[src/rtl/jam_cost_server.sv]
// Cost-table responder for the JAM core: loads 64 cost entries over a valid/ready stream,
// serves Cost = table[{W,J}] combinationally, and sequences the core's reset and completion.
module jam_cost_server #(
    parameter int N_IDX  = 8,
    parameter int IDX_W  = 3,
    parameter int COST_W = 7
) (
    input  logic              CLK,
    input  logic              RST,
    input  logic              load_start,
    input  logic              load_valid,
    input  logic [COST_W-1:0] load_data,
    output logic              load_ready,
    input  logic [IDX_W-1:0]  W,
    input  logic [IDX_W-1:0]  J,
    output logic [COST_W-1:0] Cost,
    output logic              jam_rst,
    input  logic              jam_valid,
    output logic              table_loaded,
    output logic              done
);

    localparam int N_ENT  = N_IDX * N_IDX;
    localparam int ADDR_W = 2 * IDX_W;

    typedef enum logic [1:0] {LOAD, RUN, DONE} state_t;

    state_t            state, state_nxt;
    logic [ADDR_W-1:0] idx, idx_nxt;
    logic              load_ready_nxt, jam_rst_nxt, table_loaded_nxt, done_nxt;
    logic              wr_en;
    logic [COST_W-1:0] cost_tbl [N_ENT];

    always_ff @(posedge CLK) begin
        if (RST) begin
            state        <= LOAD;
            idx          <= '0;
            load_ready   <= 1'b1;
            jam_rst      <= 1'b1;
            table_loaded <= 1'b0;
            done         <= 1'b0;
        end else begin
            state        <= state_nxt;
            idx          <= idx_nxt;
            load_ready   <= load_ready_nxt;
            jam_rst      <= jam_rst_nxt;
            table_loaded <= table_loaded_nxt;
            done         <= done_nxt;
        end
    end

    always_comb begin
        state_nxt        = state;
        idx_nxt          = idx;
        load_ready_nxt   = load_ready;
        jam_rst_nxt      = jam_rst;
        table_loaded_nxt = table_loaded;
        done_nxt         = done;
        wr_en            = 1'b0;
        case (state)
            LOAD: begin
                if (load_valid && load_ready) begin
                    wr_en = 1'b1;
                    if (idx == ADDR_W'(N_ENT - 1)) begin
                        state_nxt        = RUN;
                        idx_nxt          = '0;
                        table_loaded_nxt = 1'b1;
                        load_ready_nxt   = 1'b0;
                        jam_rst_nxt      = 1'b0;
                    end else begin
                        idx_nxt = idx + 1'b1;
                    end
                end
            end
            RUN: begin
                if (jam_valid) begin
                    state_nxt = DONE;
                    done_nxt  = 1'b1;
                end
            end
            DONE: begin
                if (load_start) begin
                    state_nxt        = LOAD;
                    idx_nxt          = '0;
                    jam_rst_nxt      = 1'b1;
                    done_nxt         = 1'b0;
                    table_loaded_nxt = 1'b0;
                    load_ready_nxt   = 1'b1;
                end
            end
            default: state_nxt = LOAD;
        endcase
    end

    always_ff @(posedge CLK) begin
        if (RST) begin
            for (int i = 0; i < N_ENT; i++) cost_tbl[i] <= '0;
        end else if (wr_en) begin
            cost_tbl[idx] <= load_data;
        end
    end

    // Zero-latency lookup: the core accumulates Cost in the same cycle it presents W/J.
    always_comb begin
        Cost = '0;
        if (state != LOAD) Cost = cost_tbl[{W, J}];
    end

endmodule

[config.mk]
export PLATFORM = sky130hd
export DESIGN_NAME = jam_cost_server
export DESIGN_NICKNAME = d
export VERILOG_FILES = /design/src/rtl/jam_cost_server.sv
export SDC_FILE = /design/constraint.sdc
export NUM_CORES = 1
export LEC_CHECK = 0
export ABC_AREA = 1
export BUFFER_PORTS_ARGS = -buffer_cell sky130_fd_sc_hd__buf_2
export CAP_MARGIN = 15
export CORE_ASPECT_RATIO = 0.6
export CORE_MARGIN = 10
export CORE_UTILIZATION = 23
export CTS_CLUSTER_DIAMETER = 200
export DETAILED_ROUTE_END_ITERATION = 7
export GPL_ROUTABILITY_DRIVEN = 0
export GPL_TIMING_DRIVEN = 0
export PLACE_DENSITY_LB_ADDON = 0.2
export SLEW_MARGIN = 15
export SYNTH_ARGS = -nofsm -noshare
export SYNTH_HDL_FRONTEND = slang
export SYNTH_SLANG_ARGS = --single-unit
[constraint.sdc]
create_clock -name CLK -period 2.65 [get_ports CLK]
set_clock_uncertainty 0.15 [all_clocks]
set_input_delay 0.265 -clock CLK [delete_from_list [all_inputs] [get_ports CLK]]
set_output_delay 0.265 -clock CLK [all_outputs]
set_load 0.005 [all_outputs]
* After elaboration in Yosys (flattened, before gate mapping)
Memories as Yosys holds them, arrays and structs flattened. Cells that the tools add are included.
Cells by class: reductions and logical operators 10, add/subtract/negate cells 1, mux-type cells 30, equality and inequality tests 7
Operator list (number):
- 6-bit two-way mux | 4
- 1-bit two-way mux | 15
- 7-bit two-way mux | 2
- 6-bit one-hot mux with 2 select lines | 1
- 2-bit two-way mux | 4
- 2-bit != test, second input constant | 4
- 4-bit AND reduction | 2
- 7-bit OR reduction | 1
- 6-bit by 1-bit adder with 6-bit output, second input constant | 1
- 6-bit equality test, second input constant | 1
- 1-bit one-hot mux with 2 select lines | 3
- 2-bit one-hot mux with 3 select lines | 1
- 3-bit AND reduction | 2
- 2-bit nonzero test | 3
- 2-bit by 1-bit equality test with 1-bit output, second input constant | 1
- 2-bit equality test, second input constant | 1
- 2-bit zero test | 1
- 1-bit logical AND | 1
Storage, ports and cells: bits of input ports 18, memories 1, memory bits (writable) 448, output and inout port bits 11, register bits after elaboration 11
Memory list:
- cost_tbl | depth 64, bits a word 7, rd ports 1, clocked after Yosys merged registers in 0, wr ports 64, line 32 | logic [COST_W-1:0] cost_tbl [N_ENT];

* Logic depth before layout (Yosys ltp)
depth after elaboration 8, depth in mapped cells 12, mapped depth without buffers 10

* Worst setup path before layout
Ideal clock, no wire load.
path kind reg-to-reg, start register idx[1], end memory cost_tbl[42][0], enable pin, setup time 0.324 ns, required time 2.176 ns, setup slack 0.629 ns, stages on the path, launching flop included 6, data arrival time 1.548 ns, period minus slack after synthesis 2.021 ns, cell sequence dfxtp_1 buf_4 inv_1 nor4_4 nand4_1 nand2_1
RTL lines:
- start, declared | line 29 | logic [ADDR_W-1:0] idx, idx_nxt;
- start signal, assigned | line 44 | idx <= idx_nxt;
- end, declared | line 32

* Worst setup path after layout
start input J[0], end output Cost[1]
Between the ends: longest elaborated chain between the ends 2
RTL lines:
- start, declared | line 15 | input logic [IDX_W-1:0] J,
- memory read 64 x 7 bit
- 7-bit two-way mux | line 106 | if (state != LOAD) Cost = cost_tbl[{W, J}];
- end, declared | line 16 | output logic [COST_W-1:0] Cost,
No other way between the ends.

==> impl_metrics.tcl <==
set metrics [dict create \
    outcome "finished, violations left" \
    violations "setup timing" \
    placed_area_um2 22800 \
    area_growth_pct 20.1 \
    cts_tree "yes" \
    cp_num_buf_inv 5 \
    drt-pass1-iter-count 6 \
    grt_overflow 0 \
    worstPathCellList "clkbuf_4 > inv_4 > buf_8 > buf_6 > nand2_1 > nand3_1 > nand3_1 > nand2_1 > nand2_1 > nand3_1 > nand3_1 > a21oi_2 > buf_2" \
    synth.avg_cell_area_um2 9.49 \
    crit_path_start "J[0]" \
    cts_buffer_depth 3 \
    die_x_um 412 \
    seq_area_frac_synth_pct 64.6 \
    post-dp-hpwl_mm 70.8 \
    timing.final.crit_share_pct 102 \
    fin_ws_ns -0.0582 \
    cts_sinks 459 \
    period_needed_ns 2.71 \
    nets 2352 \
    dieArea_um2 105000 \
    num_io_pins 29 \
    dp_slack_ns -1.30 \
    clockRootBuffer "clkbuf_16" \
    vias 18200 \
    initial_core_util_pct 23.1 \
    mostFrequentLayoutCells "647 x nand2_1, 454 x nor2_1, 448 x edfxtp_1" \
    final_common_cell "nand2_1" \
    yosysWarnings 0 \
    totalWireLength_mm 98.4 \
    path_delay_family "simple AND/OR/NAND/NOR gates" \
    final_area_um2 25400 \
    regToRegSetupSlack_ns -0.03 \
    power_density_nw_per_um2 655 \
    drt_iter0_markers 2891 \
    ir_drop_mv 0.433 \
    setup_viol 9 \
    clock.fmax_mhz 369 \
    yosys_register_bits 459 \
    cts_made_buffers 45 \
    use_met2_pct 23.2 \
    max_cap_violations 0 \
    grt_pass1_vias 16300 \
    slowest_delay_ns 0.23 \
    rsz0062_at_grt "true" \
    drcViolationCount 0 \
    wl_per_cell_um 27.3 \
    finalHoldViolations 0 \
    min-delay-start "load_data[5]" \
    p_leak_nw 9.75 \
    slew_viol_final 0 \
    grt.total_usage_pct 18.1 \
    worst_ep_required_time_ns 2.24 \
    cts.clk_slew.worst_paths_ns 0.07 \
    busiest_layer "met1" \
    cp.arrival_ns 2.29 \
    gr-usage-met3_pct 6.57 \
    worst_slew_pin_slew_ns 1.27 \
    synth_cells 2231 \
    grt_pass1_wl_mm 133 \
    routed_via_density 5.05 \
    synth_fp_nets 2250 \
    die_h_um 255 \
    ant_nets 0 \
    fp.coreArea_um2 91600 \
    placedCellCount 3487 \
    h-tree-depth 2 \
    fin_util_pct 27.7 \
    cp_max_fo 10 \
    crit_path_frequent_cell "nand3_1" \
    drive_above_1_share_pct 13.2 \
    antenna_found_initial 6 \
    timing.rr.start "idx[5]$_SDFFE_PP0P_" \
    numPortBuffers 24 \
    row_count 86 \
    clkLatencyLatePin_ns 0.60 \
    cp-start-kind "input pin" \
    hold_class "input pin to flip-flop" \
    ys_types 29 \
    grt_use_met1_pct 28.1 \
    fin_cells 3602 \
    slowest_stage "a21oi_2" \
    grt_max_degree 15 \
    worstSetupPathType "input pin to primary output" \
    syn_area_um2 21200 \
    relSlewSlack_pct 15.2 \
    cp-end-kind "primary output" \
    finalPower_mw 16.6 \
]
==> logic make-up (layout without fill, tap and decap cells) <==
family	after synthesis	after routing	share of synthesized area, %
and+or+nand+nor	1569	1569	31.2
DFF	459	459	64.6
buffers and inverters	179	317	3.49
AOI/OAI and AO/OA	23	23	0.603
adders and majority gates	1	1	0.0591
other	0	1	0
==> through the flow <==
stage	hold slack [ns]	setup TNS (ns)
finish	0.00768	-0.249
global route	0.00641	-0.510
CTS	0.00212	-1.39
detailed placement	0.313	-319.22
global placement	0.311	-326.33
floorplan	0.279	0
==> sequential cells by signal (all words and copies together) (netlist names) <==
name          count
table_loaded      1
state             2
idx               6
jam_rst           1
cost_tbl        448
done              1
==> synth_stat cells <==
master | number | share of area (%)
buf_2 | 38 | 0.90
nor3_4 | 1 | 0.077
inv_1 | 19 | 0.34
nand2_2 | 1 | 0.030
nor3_1 | 8 | 0.19
nor2_4 | 1 | 0.053
nand4_1 | 2 | 0.059
o21ai_0 | 4 | 0.095
buf_4 | 3 | 0.11
edfxtp_1 | 448 | 64
clkbuf_1 | 90 | 1.6
buf_1 | 18 | 0.32
ha_1 | 1 | 0.059
a221oi_1 | 1 | 0.041
a31oi_1 | 1 | 0.030
nand3_1 | 382 | 9.0
nor3b_1 | 1 | 0.035
buf_6 | 1 | 0.053
nor2_2 | 1 | 0.030
nand4_4 | 1 | 0.10
dfxtp_1 | 11 | 1.0
nor3_2 | 4 | 0.19
a21oi_1 | 14 | 0.33
nor2_1 | 458 | 8.1
nor4_4 | 8 | 0.80
a211oi_1 | 3 | 0.11
inv_2 | 10 | 0.18
nor2_8 | 1 | 0.095
nand2_1 | 700 | 12
==> power by group <==
part           internal, mW  switching [mW]  total [mW]
clock network          3.50            3.07        6.57
registers              8.19          0.0912        8.28
logic                 0.395            1.40        1.79
total                  12.1            4.55        16.6
==> worst paths after layout <==
path | endpoint | depth (start not counted)
worst max-delay path | Cost[1] | 13
worst min-delay path | cost_tbl[48][5]$_SDFFCE_PN0P_ | 3
worst max register to register | cost_tbl[38][0]$_SDFFCE_PN0P_ | 4
worst min register to register | table_loaded$_SDFFE_PP0P_ | 2
==> metal layers <==
metal / part of all wire [%] / vias up
li1: - / 7728
met1: 47 / 9191
met2: 37 / 1148
met3: 14 / 127
met4: 1.6 / 2
met5: 0.013 / -
==> final cells by class <==
cell class              count  area, µm²
fillers                  9700      66200
flip-flops and latches    459      13700
multi-input cells        1593       7090
well taps                1232       1540
clock buffers              59       1240
plain buffers             150       1100
repair buffers             55        480
clock inverters            24        168
inverters                  29        111
diodes                      1       2.50
==> what timing repair did <==
action / 4_1_cts / 5_1_grt
setup endpoints to repair: 689 / 364
buffers inserted: 19 / 6
resized for setup: 218 / 112
hold buffers: 6 / 0
pin swaps: 10 / 6
hold endpoints to repair: 15 / 0
==> worst min-delay path, delay by kind of cell <==
kind                   cells  cell delay, ns
and+or+nand+nor            1            0.14
buffers and inverters      2            0.23
Power figures use the tool's default switching activity.
